### config.mk
export PLATFORM = sky130hd
export DESIGN_NAME = spi_responder_flat
export DESIGN_NICKNAME = d
export VERILOG_FILES = /design/src/rtl/spi_responder_if.sv /design/src/rtl/spi_responder.sv /design/src/flat_wrapper.sv
export SDC_FILE = /design/constraint.sdc
export NUM_CORES = 1
export LEC_CHECK = 0
export CAP_MARGIN = 20
export CORE_ASPECT_RATIO = 0.6
export CORE_MARGIN = 8
export CORE_UTILIZATION = 45
export CTS_BUF_LIST = sky130_fd_sc_hd__clkbuf_16
export DETAILED_ROUTE_END_ITERATION = 12
export PLACE_DENSITY_LB_ADDON = 0.08
export SLEW_MARGIN = 20
export SYNTH_ARGS = -nofsm -noshare
export SYNTH_HDL_FRONTEND = slang
export SYNTH_SLANG_ARGS = --single-unit
### constraint.sdc
create_clock -name clock_i -period 2.7 [get_ports clock_i]
set_input_delay 0.54 -clock clock_i [delete_from_list [all_inputs] [get_ports clock_i]]
set_output_delay 0.54 -clock clock_i [all_outputs]
set_load 0.005 [all_outputs]
### src/rtl/spi_responder_if.sv
// spi_responder_if: the SPI pin group shared by the host and the responder.
// The host drives SCLK/CS_L/MOSI. The responder drives MISO and DRDY_L.
interface spi_responder_if;
  logic SCLK_i;
  logic CS_L_i;
  logic MOSI_i;
  logic MISO_o;
  logic DRDY_L_o;

  modport master (output SCLK_i, CS_L_i, MOSI_i, input MISO_o, DRDY_L_o);
  modport slave  (input SCLK_i, CS_L_i, MOSI_i, output MISO_o, DRDY_L_o);
endinterface

### src/rtl/spi_responder.sv
// spi_responder: the device end of an SPI command/readout link (CPOL=0, CPHA=1).
// It receives a CMD_WIDTH-bit command. RDATA_CMD returns the DATA_WIDTH-bit
// holding register on MISO. Any other command is strobed out to fabric on cmd_o.
// SCLK, CS_L and MOSI are asynchronous. Each passes through a SYNC_STAGES flop
// chain and then a registered edge detector.
// Optional macro SPI_RESP_TIMEOUT_EN adds a stall watchdog. The watchdog aborts
// a frame that sits in CMD or RESP for TIMEOUT_CYCLES with no SCLK or CS_L edge.
module spi_responder #(
  parameter int                   CMD_WIDTH      = 8,
  parameter int                   DATA_WIDTH     = 24,
  parameter logic [CMD_WIDTH-1:0] RDATA_CMD      = 'h01,
  parameter int                   SYNC_STAGES    = 2,
  parameter int                   TIMEOUT_CYCLES = 4096
) (
  input  logic                  clock_i,
  input  logic                  reset_L_i,
  spi_responder_if.slave        spi,
  input  logic [DATA_WIDTH-1:0] sample_i,
  input  logic                  sample_valid_i,
  output logic [CMD_WIDTH-1:0]  cmd_o,
  output logic                  cmd_valid_o,
  output logic                  rdata_done_o,
  output logic                  abort_o,
  output logic                  busy_o
);

  localparam int CNT_MAX_BITS = (DATA_WIDTH > CMD_WIDTH) ? DATA_WIDTH : CMD_WIDTH;
  localparam int CNT_W        = $clog2(CNT_MAX_BITS + 1);
  localparam logic [CNT_W-1:0] CMD_LAST  = CNT_W'(CMD_WIDTH - 1);
  localparam logic [CNT_W-1:0] DATA_FULL = CNT_W'(DATA_WIDTH);

  typedef enum logic [2:0] {ST_IDLE, ST_CMD, ST_DECODE, ST_RESP, ST_WAIT_CS} state_t;

  state_t                  r_state, w_state_next;
  logic [SYNC_STAGES-1:0]  r_sclk_sync, r_cs_sync, r_mosi_sync;
  logic                    r_sclk_prev, r_cs_prev;
  logic                    r_sclk_rise, r_sclk_fall, r_cs_rise, r_cs_fall;
  logic [CNT_W-1:0]        r_bit_cnt;
  logic [CMD_WIDTH-1:0]    r_cmd_shift, r_cmd;
  logic [DATA_WIDTH-1:0]   r_tx_shift, r_hold, r_pend;
  logic                    r_pend_valid, r_drdy_l, r_miso;
  logic                    r_cmd_valid, r_rdata_done, r_abort;
  logic                    w_cmd_valid_next, w_rdata_done_next, w_abort_next;
  logic                    w_cmd_shift, w_tx_shift, w_tx_load;
  logic                    w_in_readout, w_leaving_readout, w_timeout;
  logic                    w_sclk_s, w_cs_s, w_mosi_s;

  assign w_sclk_s = r_sclk_sync[SYNC_STAGES-1];
  assign w_cs_s   = r_cs_sync[SYNC_STAGES-1];
  assign w_mosi_s = r_mosi_sync[SYNC_STAGES-1];

  // Synchronize the asynchronous pins, then register single-cycle edge pulses
  always_ff @(posedge clock_i or negedge reset_L_i) begin
    if (!reset_L_i) begin
      r_sclk_sync <= '0;
      r_cs_sync   <= '0;
      r_mosi_sync <= '0;
      r_sclk_prev <= 1'b0;
      r_cs_prev   <= 1'b0;
      r_sclk_rise <= 1'b0;
      r_sclk_fall <= 1'b0;
      r_cs_rise   <= 1'b0;
      r_cs_fall   <= 1'b0;
    end else begin
      r_sclk_sync <= {r_sclk_sync[SYNC_STAGES-2:0], spi.SCLK_i};
      r_cs_sync   <= {r_cs_sync[SYNC_STAGES-2:0], spi.CS_L_i};
      r_mosi_sync <= {r_mosi_sync[SYNC_STAGES-2:0], spi.MOSI_i};
      r_sclk_prev <= w_sclk_s;
      r_cs_prev   <= w_cs_s;
      r_sclk_rise <= w_sclk_s & ~r_sclk_prev;
      r_sclk_fall <= ~w_sclk_s & r_sclk_prev;
      r_cs_rise   <= w_cs_s & ~r_cs_prev;
      r_cs_fall   <= ~w_cs_s & r_cs_prev;
    end
  end

`ifdef SPI_RESP_TIMEOUT_EN
  localparam int TO_W = $clog2(TIMEOUT_CYCLES + 1);
  logic [TO_W-1:0] r_to_cnt;
  logic            w_any_edge;
  assign w_any_edge = r_sclk_rise | r_sclk_fall | r_cs_rise | r_cs_fall;
  assign w_timeout  = (r_to_cnt == TO_W'(TIMEOUT_CYCLES));

  // Stall watchdog: counts idle cycles inside CMD/RESP, restarts on any pin edge
  always_ff @(posedge clock_i or negedge reset_L_i) begin
    if (!reset_L_i) begin
      r_to_cnt <= '0;
    end else if (w_any_edge || !(r_state == ST_CMD || r_state == ST_RESP)) begin
      r_to_cnt <= '0;
    end else if (!w_timeout) begin
      r_to_cnt <= r_to_cnt + TO_W'(1);
    end
  end
`else
  assign w_timeout = 1'b0;
`endif

  // Next-state decode: frame sequencing, abort handling and strobe requests
  always_comb begin
    w_state_next      = r_state;
    w_cmd_valid_next  = 1'b0;
    w_rdata_done_next = 1'b0;
    w_abort_next      = 1'b0;
    w_cmd_shift       = 1'b0;
    w_tx_shift        = 1'b0;
    w_tx_load         = 1'b0;
    case (r_state)
      ST_IDLE: begin
        if (r_cs_fall) w_state_next = ST_CMD;
      end
      ST_CMD: begin
        if (r_cs_rise || w_timeout) begin
          w_state_next = ST_IDLE;
          w_abort_next = 1'b1;
        end else if (r_sclk_fall) begin
          w_cmd_shift = 1'b1;
          if (r_bit_cnt == CMD_LAST) w_state_next = ST_DECODE;
        end
      end
      ST_DECODE: begin
        if (r_cs_rise) begin
          w_state_next = ST_IDLE;
          w_abort_next = 1'b1;
        end else if (r_cmd_shift == RDATA_CMD) begin
          w_tx_load    = 1'b1;
          w_state_next = ST_RESP;
        end else begin
          w_cmd_valid_next = 1'b1;
          w_state_next     = ST_WAIT_CS;
        end
      end
      ST_RESP: begin
        if (r_cs_rise || w_timeout) begin
          w_state_next = ST_IDLE;
          w_abort_next = 1'b1;
        end else if (r_sclk_rise && r_bit_cnt < DATA_FULL) begin
          w_tx_shift = 1'b1;
        end else if (r_sclk_fall && r_bit_cnt == DATA_FULL) begin
          w_rdata_done_next = 1'b1;
          w_state_next      = ST_WAIT_CS;
        end
      end
      ST_WAIT_CS: begin
        if (r_cs_rise) w_state_next = ST_IDLE;
      end
      default: w_state_next = ST_IDLE;
    endcase
  end

  // State register and registered one-cycle strobes (cmd_o moves with cmd_valid_o)
  always_ff @(posedge clock_i or negedge reset_L_i) begin
    if (!reset_L_i) begin
      r_state      <= ST_IDLE;
      r_cmd        <= '0;
      r_cmd_valid  <= 1'b0;
      r_rdata_done <= 1'b0;
      r_abort      <= 1'b0;
    end else begin
      r_state      <= w_state_next;
      r_cmd_valid  <= w_cmd_valid_next;
      r_rdata_done <= w_rdata_done_next;
      r_abort      <= w_abort_next;
      if (w_cmd_valid_next) r_cmd <= r_cmd_shift;
    end
  end

  // Bit counter, command shifter, TX shifter and MISO driver
  always_ff @(posedge clock_i or negedge reset_L_i) begin
    if (!reset_L_i) begin
      r_bit_cnt   <= '0;
      r_cmd_shift <= '0;
      r_tx_shift  <= '0;
      r_miso      <= 1'b0;
    end else begin
      if (r_state == ST_IDLE || r_state == ST_DECODE) begin
        r_bit_cnt <= '0;
      end else if ((w_cmd_shift || w_tx_shift) && r_bit_cnt != DATA_FULL) begin
        r_bit_cnt <= r_bit_cnt + CNT_W'(1);
      end
      if (w_cmd_shift) r_cmd_shift <= {r_cmd_shift[CMD_WIDTH-2:0], w_mosi_s};
      if (w_tx_load) begin
        r_tx_shift <= r_hold;
      end else if (w_tx_shift) begin
        r_tx_shift <= r_tx_shift << 1;
      end
      if (w_tx_shift) begin
        r_miso <= r_tx_shift[DATA_WIDTH-1];
      end else if (w_state_next != ST_RESP) begin
        r_miso <= 1'b0;
      end
    end
  end

  // A sample arriving mid-readout is parked and promoted when the readout ends
  assign w_in_readout      = (r_state == ST_DECODE) || (r_state == ST_RESP);
  assign w_leaving_readout = w_in_readout &&
                             (w_state_next == ST_IDLE || w_state_next == ST_WAIT_CS);

  // Holding/pending sample registers and the DRDY_L flag
  always_ff @(posedge clock_i or negedge reset_L_i) begin
    if (!reset_L_i) begin
      r_hold       <= '0;
      r_pend       <= '0;
      r_pend_valid <= 1'b0;
      r_drdy_l     <= 1'b1;
    end else begin
      if (w_tx_load) r_drdy_l <= 1'b1;
      if (sample_valid_i) begin
        if (w_in_readout && !w_leaving_readout) begin
          r_pend       <= sample_i;
          r_pend_valid <= 1'b1;
        end else begin
          r_hold       <= sample_i;
          r_pend_valid <= 1'b0;
          r_drdy_l     <= 1'b0;
        end
      end else if (w_leaving_readout && r_pend_valid) begin
        r_hold       <= r_pend;
        r_pend_valid <= 1'b0;
        r_drdy_l     <= 1'b0;
      end
    end
  end

  assign spi.MISO_o   = r_miso;
  assign spi.DRDY_L_o = r_drdy_l;
  assign cmd_o        = r_cmd;
  assign cmd_valid_o  = r_cmd_valid;
  assign rdata_done_o = r_rdata_done;
  assign abort_o      = r_abort;
  assign busy_o       = (r_state != ST_IDLE);

endmodule

### src/flat_wrapper.sv
// flat-port wrapper written by rule: the top's interface ports become plain ports
module spi_responder_flat 
#(
  parameter int                   CMD_WIDTH      = 8,
  parameter int                   DATA_WIDTH     = 24,
  parameter logic [CMD_WIDTH-1:0] RDATA_CMD      = 'h01,
  parameter int                   SYNC_STAGES    = 2,
  parameter int                   TIMEOUT_CYCLES = 4096
)
  (clock_i, reset_L_i, sample_i, sample_valid_i, cmd_o, cmd_valid_o, rdata_done_o, abort_o, busy_o, spi_SCLK_i, spi_CS_L_i, spi_MOSI_i, spi_MISO_o, spi_DRDY_L_o);
  spi_responder_if spi_i ();
  input  logic clock_i;
  input  logic reset_L_i;
  input  logic [DATA_WIDTH-1:0] sample_i;
  input  logic sample_valid_i;
  output logic [CMD_WIDTH-1:0] cmd_o;
  output logic cmd_valid_o;
  output logic rdata_done_o;
  output logic abort_o;
  output logic busy_o;
  input wire logic [$bits(spi_i.SCLK_i)-1:0] spi_SCLK_i;
  input wire logic [$bits(spi_i.CS_L_i)-1:0] spi_CS_L_i;
  input wire logic [$bits(spi_i.MOSI_i)-1:0] spi_MOSI_i;
  output wire logic [$bits(spi_i.MISO_o)-1:0] spi_MISO_o;
  output wire logic [$bits(spi_i.DRDY_L_o)-1:0] spi_DRDY_L_o;
  assign spi_i.SCLK_i = spi_SCLK_i;
  assign spi_i.CS_L_i = spi_CS_L_i;
  assign spi_i.MOSI_i = spi_MOSI_i;
  assign spi_MISO_o = spi_i.MISO_o;
  assign spi_DRDY_L_o = spi_i.DRDY_L_o;
  spi_responder #(.CMD_WIDTH(CMD_WIDTH), .DATA_WIDTH(DATA_WIDTH), .RDATA_CMD(RDATA_CMD), .SYNC_STAGES(SYNC_STAGES), .TIMEOUT_CYCLES(TIMEOUT_CYCLES)) u_core (.clock_i(clock_i), .reset_L_i(reset_L_i), .spi(spi_i), .sample_i(sample_i), .sample_valid_i(sample_valid_i), .cmd_o(cmd_o), .cmd_valid_o(cmd_valid_o), .rdata_done_o(rdata_done_o), .abort_o(abort_o), .busy_o(busy_o));
endmodule
==> results.cfg <==
[clocking]
cts.repair.resized = 0
clockBufferDepth = 2
cts_setup_buffers = 0
cts_root_buffer = clkbuf_16
clock_latency_ns = 0.41
htree_num_levels = 4
path_clk_slew_ns = 0.05
hold_buffers = 0
cts.sinks = 114
cts_tree = yes
cts_made_buffers = 17

[floorplanning]
die_h_um = 97.23
fp-row-count = 29
io_pins = 44
start_util_pct = 46.55
placeableCoreArea_um2 = 10630
die_w_um = 151.4
dieArea_um2 = 14720

[synthesis]
synthXorXnorAreaFrac_pct = 0
synth.area.mux_share_pct = 26.30
synth.largest_area_cell = dfrtp_1
syn_inst = 363
synth_edf_count = 0
yosysTopAreaCellShare_pct = 57.14
syn_area_per_cell_um2 = 13.63
synth-seq-area-share_pct = 57.67
synth_area_um2 = 4948
synth_cell_types = 41
synthAdderAreaFrac_pct = 0.5057
synth_area_leaders = dfrtp_1 (57%), mux2_2 (15%), mux2_4 (6.1%), mux2i_1 (5.7%), a21oi_1 (2.6%)
ys_seq_elements = 114
synthSimpleGateAreaFrac_pct = 6.877
synth_top_family_by_area = multiplexers
yosys_most_used_dff = dfrtp_1
synth_compound_gate_area_share_pct = 6.068
ys_async_sr_fraction_pct = 100.0
yosysWarnings = 0
syn-num-nets = 395

[final_layout]
syn_to_final_growth_pct = 24.20
fillers = 841
final_nets = 449
final_cells = 569
insertedDiodeCount = 0
layout-drive-gt1-share_pct = 30.70

[setup_path]
start_kind = flop
worstSetupPathType = flop to flop
path_max_fanout = 14
r2r_start = u_core.r_cmd_shift[1]
required_ns = 2.98
crit_path_end_kind = flop
crit_start = u_core.r_cmd_shift[1]
r2r_slack_ns = 0.28
cp.arrival_ns = 2.71

[flow_run]
max_cap_viol_count = 0

[timing]
setup_viol_count_final = 0
slew_violations = 0
tightest_slew_ns = 0.7242
tns_ns = 0
grt_setup_unrepaired = no
fmax_mhz = 413.0
fin_worst_skew_ns = 0.007483
hold_violations = 0
maxSlewHeadroom_pct = 51.49
fin_crit_sh_pct = 89.69
layout_min_cycle_time_ns = 2.422

[placed_design]
hpwl_um = 5894
placedCellCount = 537
place_congestion = 0.8158
port_buffers = 43

[grt]
grt_start_max_net_pins = 59
antenna_found_initial = 0
grt_pass1_wl_um = 15660
gr-usage-all-layers_pct = 13.66
grt_pass1_vias = 3079
overflow = 0

[power]
comb_power_share_pct = 6.7
swShare_pct = 22.26
power_density_nw_per_um2 = 707.8
seq_power_share_pct = 43.3
p_switching_mw = 0.9682
power_leakage_nw = 3.114
max-vdd-ir-drop_mv = 0.4773
pwr-share-clk_pct = 50.1
intPower_mw = 3.382

[route]
drc = 0
vias = 2888
via_per_inst = 5.076
wl_per_cell_um = 16.29
dr.pass1.iters = 4
ant_nets = 0
drt-initial-drc-count = 138
wirelength_um = 9267

[run_status]
outcome = finished clean

[min_path]
hp-class = primary input to async pin
-- cell type report --
type	count	area (µm²)	area share (%)
Sequential cell	114	2854	46.44
Multi-Input combinational cell	225	1972	32.08
Timing Repair Buffer	53	548.0	8.917
Clock buffer	17	425.4	6.922
Tap cell	139	173.9	2.830
Clock inverter	15	150.1	2.443
Inverter	6	22.52	0.3664
-- cells in the final DEF (no fill, tap or decap), drive strengths merged, types with 2 or more instances in the layout --
master         synthesis  final
clkdlybuf4s50          0     42
mux2i                 28     28
nor3                   2      2
buf                    8     11
nor2b                  4      4
o21ai                  8      8
a21oi                 26     26
and3                   2      2
clkbuf                10     17
mux2                  84     84
clkinv                 0      9
nor2                  29     29
nand2                  9      9
a21boi                 3      3
bufinv                 0      3
inv                    6      8
or3                    2      2
dfrtp                113    113
ha                     2      2
nand3                  5      5
nor4b                  3      3
o31ai                  3      3
a22o                   2      2
-- final timing paths --
path	end	cells after the start
max in group asynchronous	u_core.spi.DRDY_L_o	2
worst min register to register	u_core.r_mosi_sync[1]	0
worst max register to register	u_core.r_pend[12]	5
worst min-delay path	u_core.r_pend[7]	1
min in group clock_i	u_core.r_mosi_sync[1]	0
worst max-delay path	u_core.r_pend[12]	5
-- flip-flops by register name, summed over array words and instances, names as in the netlist, 2 cells and up --
register / cells
u_core.cmd_o: 8
u_core.r_cmd_shift: 8
u_core.r_tx_shift: 24
u_core.r_state: 3
u_core.r_mosi_sync: 2
u_core.r_sclk_sync: 2
u_core.r_bit_cnt: 5
u_core.r_cs_sync: 2
u_core.r_pend: 24
u_core.r_hold: 24
-- cells in the mapped netlist (2+ instances only) --
library cell,instances
and3_1,2
nor2b_1,4
o21ai_0,8
or3_1,2
nand2_1,8
ha_1,2
mux2_4,20
buf_6,4
a22o_1,2
nor2_1,29
dfrtp_1,113
a21oi_1,26
mux2i_1,28
o31ai_1,3
inv_1,6
clkbuf_1,10
nand3_1,5
nor4b_1,2
buf_2,3
a21boi_0,2
mux2_2,64
-- power groups by stage --
stage | logic [mW] | registers, mW | clock network [mW]
2_1_floorplan | 0.169 | 1.88 | 0
3_3_place_gp | 0.285 | 1.90 | 0
3_5_place_dp | 0.290 | 1.91 | 0
4_1_cts | 0.296 | 1.88 | 2.23
5_1_grt | 0.321 | 1.89 | 2.31
6_report | 0.289 | 1.88 | 2.18
-- worst max-delay path, cell delays in order (launching register included) --
cell      delay, ns
dfrtp_1        0.40
nor4b_1        0.61
and3_1         0.43
o211ai_4       0.30
buf_8          0.26
mux2_4         0.30
-- per-layer routing --
metal	GRT usage [%]	routed length, µm	vias to the layer above
met5	0	0	-
met4	5.905	132	0
met3	4.605	443	11
met2	18.48	3829	51
met1	19.27	4862	1413
li1	-	-	1413
-- cell families (layout without fill, tap and decap cells) --
kind of cell               after synthesis  in the layout
AOI/OAI and AO/OA                       47             47
adders and majority gates                2              2
and+or+nand+nor                         64             64
DFF                                    114            114
buffers and inverters                   24             91
muxes                                  112            112
-- per-stage QoR --
step	worst slack (ns)	hold slack [ns]	instance area [µm²]	utilization [%]	total power, mW
after floorplan	0.7918	0.2444	4949	-	2.045
after global routing	0.1231	0.1077	6146	57.81	4.527
after CTS	0.2568	0.07737	6146	57.81	4.405
after global placement	0.2090	0.3354	5555	52.25	2.189
final	0.2785	0.07867	6146	57.81	4.350
after detailed placement	0.2954	0.3402	5570	52.40	2.197
Power figures use the tool's default switching activity.
